File: src/rtl/otuziki_pkg.sv
// Shared definitions for the otuziki 1:2 operand demux router.
//   DATA_W : default word width of the routed stream
//   CNT_W  : default width of the per-channel accepted-word counters
//   SEL_A / SEL_B : route-select encodings (same polarity as the ALU 2:1 mux 'en')
//   occ_e  : occupancy state of a 2-entry channel FIFO
`timescale 1ns/1ps
package otuziki_pkg;

    localparam int DATA_W = 32;
    localparam int CNT_W  = 16;

    localparam logic SEL_A = 1'b0;
    localparam logic SEL_B = 1'b1;

    typedef enum logic [1:0] {
        OCC_EMPTY = 2'd0,
        OCC_ONE   = 2'd1,
        OCC_FULL  = 2'd2
    } occ_e;

endpackage

File: src/rtl/chan_fifo2.sv
// Two-entry, order-preserving channel FIFO used for each router output.
// Ports:
//   clk, rst_n : rising-edge clock, asynchronous active-low reset
//   push       : write data_in this cycle (ignored when full)
//   pop        : remove the head word this cycle (ignored when empty)
//   data_in    : word to write
//   head       : current head word, zero when empty
//   valid      : at least one word held
//   full       : two words held
// The occupancy register 'occ' is the FIFO's state and can be probed
// hierarchically (u_fifo_x.occ).
`timescale 1ns/1ps
module chan_fifo2
    import otuziki_pkg::*;
#(
    parameter int W = DATA_W
) (
    input  logic         clk,
    input  logic         rst_n,
    input  logic         push,
    input  logic         pop,
    input  logic [W-1:0] data_in,
    output logic [W-1:0] head,
    output logic         valid,
    output logic         full
);

    occ_e         occ;
    occ_e         occ_nx;
    logic [W-1:0] mem0;     // head slot
    logic [W-1:0] mem1;     // second slot, kept at zero when unused
    logic [W-1:0] mem0_nx;
    logic [W-1:0] mem1_nx;
    logic         do_push;
    logic         do_pop;

    assign do_pop  = pop  && (occ != OCC_EMPTY);
    assign do_push = push && (occ != OCC_FULL);

    always_comb begin
        occ_nx  = occ;
        mem0_nx = mem0;
        mem1_nx = mem1;
        case ({do_push, do_pop})
            2'b10: begin
                case (occ)
                    OCC_EMPTY: begin
                        mem0_nx = data_in;
                        occ_nx  = OCC_ONE;
                    end
                    OCC_ONE: begin
                        mem1_nx = data_in;
                        occ_nx  = OCC_FULL;
                    end
                    default: ;
                endcase
            end
            2'b01: begin
                // Shift up; an emptied slot reads back as zero.
                mem0_nx = mem1;
                mem1_nx = '0;
                occ_nx  = (occ == OCC_FULL) ? OCC_ONE : OCC_EMPTY;
            end
            2'b11: begin
                // Only reachable at occupancy 1 (push needs !full, pop needs
                // !empty): the incoming word replaces the departing head.
                mem0_nx = data_in;
            end
            default: ;
        endcase
    end

    always_ff @(posedge clk or negedge rst_n) begin
        if (!rst_n) begin
            occ  <= OCC_EMPTY;
            mem0 <= '0;
            mem1 <= '0;
        end else begin
            occ  <= occ_nx;
            mem0 <= mem0_nx;
            mem1 <= mem1_nx;
        end
    end

    assign head  = mem0;
    assign valid = (occ != OCC_EMPTY);
    assign full  = (occ == OCC_FULL);

endmodule

File: src/rtl/otuziki_demux_router.sv
// Registered 1:2 demux: routes one valid/ready word stream onto channels A
// and B, each behind its own 2-entry FIFO, and counts words accepted per
// channel.
// Handshake: every stream transfers on a rising edge where valid && ready.
// Ready is never a function of the same channel's consumer ready, so a
// full channel stays closed even while it is being popped.
// Ports:
//   clk, rst_n         : rising-edge clock, asynchronous active-low reset
//   s_data/s_sel       : input word and route select (0 -> A, 1 -> B)
//   s_valid/s_ready    : input handshake; s_ready is low during reset
//   a_data/a_valid/a_ready : channel A head word and handshake
//   b_data/b_valid/b_ready : channel B head word and handshake
//   a_count/b_count    : words accepted into each channel, modulo 2^CW
`timescale 1ns/1ps
module otuziki_demux_router
    import otuziki_pkg::*;
#(
    parameter int W  = DATA_W,
    parameter int CW = CNT_W
) (
    input  logic          clk,
    input  logic          rst_n,
    input  logic [W-1:0]  s_data,
    input  logic          s_sel,
    input  logic          s_valid,
    output logic          s_ready,
    output logic [W-1:0]  a_data,
    output logic          a_valid,
    input  logic          a_ready,
    output logic [W-1:0]  b_data,
    output logic          b_valid,
    input  logic          b_ready,
    output logic [CW-1:0] a_count,
    output logic [CW-1:0] b_count
);

    logic          a_full;
    logic          b_full;
    logic          push_a;
    logic          push_b;
    logic [CW-1:0] a_cnt_q;
    logic [CW-1:0] b_cnt_q;

    // Ready depends only on the selected channel's fullness, so a full
    // channel never blocks words addressed to the other one.
    assign s_ready = rst_n && ((s_sel == SEL_B) ? !b_full : !a_full);
    assign push_a  = s_valid && s_ready && (s_sel == SEL_A);
    assign push_b  = s_valid && s_ready && (s_sel == SEL_B);

    chan_fifo2 #(.W(W)) u_fifo_a (
        .clk     (clk),
        .rst_n   (rst_n),
        .push    (push_a),
        .pop     (a_ready),
        .data_in (s_data),
        .head    (a_data),
        .valid   (a_valid),
        .full    (a_full)
    );

    chan_fifo2 #(.W(W)) u_fifo_b (
        .clk     (clk),
        .rst_n   (rst_n),
        .push    (push_b),
        .pop     (b_ready),
        .data_in (s_data),
        .head    (b_data),
        .valid   (b_valid),
        .full    (b_full)
    );

    // Free-running wrap at 2^CW.
    always_ff @(posedge clk or negedge rst_n) begin
        if (!rst_n) begin
            a_cnt_q <= '0;
            b_cnt_q <= '0;
        end else begin
            if (push_a) a_cnt_q <= a_cnt_q + 1'b1;
            if (push_b) b_cnt_q <= b_cnt_q + 1'b1;
        end
    end

    assign a_count = a_cnt_q;
    assign b_count = b_cnt_q;

endmodule

File: config.mk
export PLATFORM = sky130hd
export DESIGN_NAME = otuziki_demux_router
export DESIGN_NICKNAME = d
export VERILOG_FILES = /design/src/rtl/otuziki_pkg.sv /design/src/rtl/chan_fifo2.sv /design/src/rtl/otuziki_demux_router.sv
export SDC_FILE = /design/constraint.sdc
export NUM_CORES = 1
export LEC_CHECK = 0
export BUFFER_PORTS_ARGS = -buffer_cell sky130_fd_sc_hd__buf_2
export CAP_MARGIN = 20
export CORE_MARGIN = 3
export CORE_UTILIZATION = 30
export CTS_CLUSTER_SIZE = 30
export DETAILED_ROUTE_END_ITERATION = 6
export MAX_ROUTING_LAYER = met4
export SLEW_MARGIN = 20
export SYNTH_ARGS = -nofsm -noshare
export SYNTH_HDL_FRONTEND = slang
export SYNTH_SLANG_ARGS = --single-unit
File: constraint.sdc
create_clock -name clk -period 2.7 [get_ports clk]
set_clock_uncertainty 0.2 [all_clocks]
set_input_delay 0.54 -clock clk [delete_from_list [all_inputs] [get_ports clk]]
set_output_delay 0.54 -clock clk [all_outputs]
set_load 0.02 [all_outputs]
; ---- After elaboration in Yosys (flattened, before gate mapping)
; Index checks and enable logic that the tools add are counted.
[op_classes]
n_bitwise = 1
add_sub_neg = 2
n_eq_ne = 18
n_reduce_logical = 24
n_mux = 15
[ops]
columns = operator, count
row1 = 32-bit one-hot mux with 3 select lines, 2
row2 = 32-bit 2-to-1 mux, 4
row3 = 32-bit one-hot mux with 2 select lines, 2
row4 = 16-bit by 1-bit adder with 16-bit output (second input constant), 2
row5 = 2-bit one-hot mux with 2 select lines, 4
row6 = 2-bit equality test (second input constant), 6
row7 = 2-bit AND reduction, 6
row8 = 2-bit by 1-bit equality test with 1-bit output (second input constant), 4
row9 = 1-bit logical AND, 8
row10 = 2-bit inequality test (second input constant), 4
row11 = 2-bit nonzero test, 4
row12 = 3-bit by 2-bit inequality test with 1-bit output (second input constant), 2
row13 = 3-bit nonzero test, 2
row14 = 2-bit logical NOT, 2
row15 = 2-bit by 1-bit inequality test with 1-bit output (second input constant), 2
row16 = 1-bit 2-to-1 mux, 3
row17 = 1-bit logical NOT, 2
row18 = 1-bit inverter, 1
[totals]
out_inout_bits = 99
regBits = 164
elab_cells = 68
in_bits = 38

; ---- Logic depth before layout (Yosys ltp)
[logic_depth]
word_depth = 10
depth_mapped = 11
depth_no_buf = 9

; ---- Modules after synthesis
; A second synthesis with hierarchy kept.
[hier_totals]
cells_unflattened = 583
area_unflattened_um2 = 7563.5
[modules_own_cells]
columns = module, cells_per_inst, n_inst, area_per_inst_um2
row1 = chan_fifo2, 229, 2, 3036.7
row2 = otuziki_demux_router, 125, 1, 1490.2

; ---- Least setup slack after synthesis
; Ideal clock, no wire load.
[synth_path]
path_kind = input-to-reg
start = in s_valid
end = reg u_fifo_a.mem1[12]
arrival_ps = 2242
setup_time_ps = 84
n_path_buf = 1
t_required_ps = 2416
slack_ps = 174
path_stages = 9
cell_sequence = nand2_1 > nor3_2 > inv_1 > ha_1 > nor2b_1 > a31oi_1 > clkbuf_1 > nand2_1 > o21ai_0
[synth_via]
elab_chain_len = 6
elab_cells_between_ends = 9
[synth_rtl]
columns = item, line
row1 = start: declaration, otuziki_demux_router.sv:25  ; input logic s_valid,
row2 = 1-bit logical AND (*) (2 in series), otuziki_demux_router.sv:47  ; assign push_a = s_valid && s_ready && (s_sel == SEL_A);
row3 = 1-bit logical AND (*), chan_fifo2.sv:38  ; assign do_push = push && (occ != OCC_FULL);
row4 = 2-bit equality test / 2-bit by 1-bit equality test with 1-bit output (equally long branches), chan_fifo2.sv:44  ; case ({do_push, do_pop})
row5 = 2-bit by 1-bit inequality test with 1-bit output (no source line) / 2-bit nonzero test (equally long branches), -
row6 = 2-bit AND reduction (no source line), -
row7 = end signal: assignment, chan_fifo2.sv:81  ; mem1 <= mem1_nx;
row8 = end: declaration, chan_fifo2.sv:31  ; logic [W-1:0] mem1;
; Every way passes the cells marked *; elsewhere a longest branch is shown, timed or not.
; A chain may end at the register's enable or synchronous reset.

; ---- Worst setup path in the final report
[layout_path]
start = reg u_fifo_b.occ[1]
end = reg u_fifo_b.mem0[31], in the netlist u_fifo_b.head[31]
[layout_via]
elab_chain_len = 10
elab_cells_between_ends = 18
[layout_rtl]
columns = item, line
row1 = start: declaration, chan_fifo2.sv:28  ; occ_e occ;
row2 = start signal: assignment, chan_fifo2.sv:79  ; occ <= occ_nx;
row3 = 2-bit equality test, chan_fifo2.sv:87  ; assign full = (occ == OCC_FULL);
row4 = 1-bit logical NOT, otuziki_demux_router.sv:46  ; assign s_ready = rst_n && ((s_sel == SEL_B) ? !b_full : !a_full);
row5 = 1-bit 2-to-1 mux, otuziki_demux_router.sv:46
row6 = 1-bit logical AND, otuziki_demux_router.sv:46
row7 = 1-bit logical AND (2 in series), otuziki_demux_router.sv:48  ; assign push_b = s_valid && s_ready && (s_sel == SEL_B);
row8 = 1-bit logical AND, chan_fifo2.sv:38
row9 = 2-bit equality test / 2-bit by 1-bit equality test with 1-bit output (equally long branches), chan_fifo2.sv:44
row10 = 2-bit inequality test (no source line) / 3-bit nonzero test (equally long branches), -
row11 = 2-bit AND reduction (no source line), -
row12 = end signal: assignment, chan_fifo2.sv:80  ; mem0 <= mem0_nx;
row13 = end: declaration, chan_fifo2.sv:30  ; logic [W-1:0] mem0;
; Several ways; a longest one is shown, not always the timed one.

==> results.yml <==
status:
  status: "finished, final reports clean"
logic_synthesis:
  ys_ff_latch: 164
  netlist_area_mm2: 0.00718
  postSynthCellCount: 721
  syn_avg_cell_area_um2: 9.95
  yosysUniqueCellTypes: 40
  synthTopCellsByArea: "dfrtp_1 (57%), o21ai_0 (9.2%), nand2_1 (7.7%)"
  yosysSeqAreaShare_pct: 57.2
  syn_nets: 765
  synthArstFlopShare_pct: 100
  yosysTopAreaCellShare_pct: 57.2
  synth_edf_count: 0
  yosys_most_used_dff: "dfrtp_1"
  synth-warning-count: 0
  synth_largest_area_cell: "dfrtp_1"
layout:
  synthToLayoutAreaGrowth_pct: 24.1
  final_cell_area_mm2: 0.00890
  nFillCells: 2304
  multi_input_area_mm2: 0.00292
  nNetsFinal: 897
  layout.cells.non_filler: 1178
  ff_latch_area_mm2: 0.00410
  drive_gt1_share_pct: 22.7
  n_antenna_cell: 0
global_route:
  grt_pass1_vias: 5255
  grt_pass1_wl_mm: 28.3
  grt_max_degree: 68
  grt_util_met2_pct: 21.0
  grt_usage_pct: 14.1
  overflow: 0
  grt_antenna_before_repair: 0
  use_met1_pct: 19.0
  busiest_layer: "met2"
  grtUsageMet3_pct: 3.56
placed_design:
  placed_area_mm2: 0.00829
  dp_cells: 1146
  portBuffers: 136
  gp_congestion: 0.788
  dp_hpwl_mm: 11.9
die:
  die_y_um: 161
  die_w_um: 161
  io_pins: 137
  dieArea_mm2: 0.0258
  start_util_pct: 31.1
  rows: 55
  core_area_mm2: 0.0231
power:
  p_leak_nw: 4.26
  max-vdd-ir-drop_uv: 385
  p_per_area_mw_per_mm2: 1110
  power_mw: 9.92
routing:
  ant_nets: 0
  drc: 0
  wirelength_mm: 17.0
  dr_total_vias: 5285
  drt_iter0_drc: 288
  dr.pass1.iters: 4
  via_per_inst: 4.49
  drt-wirelength-per-cell_um: 14.4
critical_path:
  timing.rr.end: "u_fifo_b.head[31]"
  path_depth: 8
  cp.arrival_ns: 2.45
  r2r-start: "u_fifo_b.occ[1]"
  cp_top_family: "simple AND/OR/NAND/NOR gates"
  critPathSlowestCell: "dfrtp_1"
  critPathLaunch: "u_fifo_b.occ[1]"
  crit_end: "u_fifo_b.head[31]"
  cp-end-kind: "register"
  start_kind: "register"
  crit_buf_inv: 2
  worstPathRequired_ns: 2.78
  crit_chain: "nor2b_2, nor2_1, inv_1, ha_2, buf_4, nand2b_1, a21boi_0, o21ai_0"
  rrSetupSlack_ns: 0.33
  reg2reg_depth: 8
  critPathKind: "reg -> reg"
  critPathMaxFanout: 40
  cpPeakStageDelay_ns: 0.44
clocking:
  clock-root-buffer: "clkbuf_16"
  clkLatencyLatePin_ns: 0.42
  clock_sinks: 164
  clkTransAtPathRegs_ns: 0.06
  htreeDepth: 4
  post_cts_resized: 0
  cts_setup_buffers: 0
  clockBufferDepth: 2
  cts_tree: "done"
  cts-buffers-inserted: 17
  cts_hold_buf: 1
timing:
  relSlewSlack_pct: 44.0
  fin_crit_ns: 2.37
  fin_setup_tns_ns: 0
  fin_crit_sh_pct: 87.9
  max_slew.worst_pin.slew_ns: 0.841
  slew_violations: 0
  clock.fmax_mhz: 421
  setup_violations: 0
  hold_viol: 0
  rsz0062_at_grt: "no"
run:
  max-cap-violations: 0
worst_hold_path:
  min_path_type: "in -> async"
[routing by layer]
layer | up-vias | wire length [um]
li1 | 2691 | -
met1 | 2471 | 8360
met2 | 106 | 7580
met3 | 17 | 812
met4 | 0 | 207
met5 | - | 0
[Yosys cell counts, types with 2 or more instances]
library cell  instances
dfrtp_1             164
nand2_1             147
o21ai_0             132
nand2b_1             65
a21boi_0             64
clkbuf_1             36
xnor2_1              18
xor2_1               12
nand4_1              11
inv_1                 9
nor2_1                7
ha_1                  6
nor3_1                5
and4_1                4
buf_2                 4
nand3_1               4
and3_1                3
nor2b_1               3
a21oi_1               2
a31oi_1               2
mux2_2                2
o22a_1                2
o41ai_1               2
[flip-flops by register name, indices dropped and copies added, names as in the netlist]
signal	flops
u_fifo_a.occ	2
u_fifo_b.occ	2
a_count	16
u_fifo_b.head	32
u_fifo_a.mem1	32
u_fifo_a.head	32
u_fifo_b.mem1	32
b_count	16
[cells by family after synthesis]
kind of cell    share of synthesized area [%]
mux                                     0.453
fa+ha+maj                                1.05
simple gates                             17.8
flops                                    57.2
compound gates                           17.2
xor+xnor                                 3.66
buf+inv                                  2.69
[placed cells by master (no fill, tap or decap), types with 7 or more instances in the layout]
cell / instances
inv_1: 9
buf_2: 135
xnor2_1: 18
nand2b_1: 65
o21ai_0: 132
nand4_1: 11
a21boi_0: 64
buf_4: 15
nor2_1: 7
clkbuf_16: 17
nand2_1: 147
xor2_1: 12
dfrtp_1: 164
[how the worst min path moves through the flow]
stage,startpoint,end
6_report,rst_n,u_fifo_a.mem1[25]
3_3_place_gp,u_fifo_b.mem1[21],u_fifo_b.mem1[21]
2_1_floorplan,rst_n,a_count[0]
4_1_cts,rst_n,u_fifo_a.head[24]
3_5_place_dp,a_count[15],a_count[15]
5_1_grt,rst_n,u_fifo_a.head[31]
[worst register-to-register path, stage by stage, from the launching register on]
cell and delay [ns]:
dfrtp_1 0.44, nor2b_2 0.30, nor2_1 0.12, inv_1 0.07, ha_2 0.21, buf_4 0.33, nand2b_1 0.17, a21boi_0 0.28
o21ai_0 0.12
[metrics by stage]
| stage | util, % | worst slack, ns | hold WS (ns) |
|---|---|---|---|
| floorplan | - | 0.174 | 0.0444 |
| CTS | 38.6 | 0.322 | 0.0245 |
| finish | 38.6 | 0.327 | 0.0265 |
| global placement | 36.0 | 0.285 | 0.255 |
| global route | 38.6 | 0.114 | 0.0528 |
| detailed placement | 36.0 | 0.229 | 0.258 |
[power by group]
part	internal, mW	leakage (nW)	switching, mW
Sequential	3.40	2.10	0.553
Combinational	1.23	1.87	2.23
Clock	1.53	0.293	0.981
[cell type report]
type / count / area share [%]
clock buffer: 23 / 5.37
clock inverter: 8 / 1.41
inverter: 9 / 0.379
multi-input combinational: 507 / 32.8
sequential: 164 / 46.1
tap: 313 / 4.40
timing repair buffer: 154 / 9.54
Power figures use the tool's default switching activity.
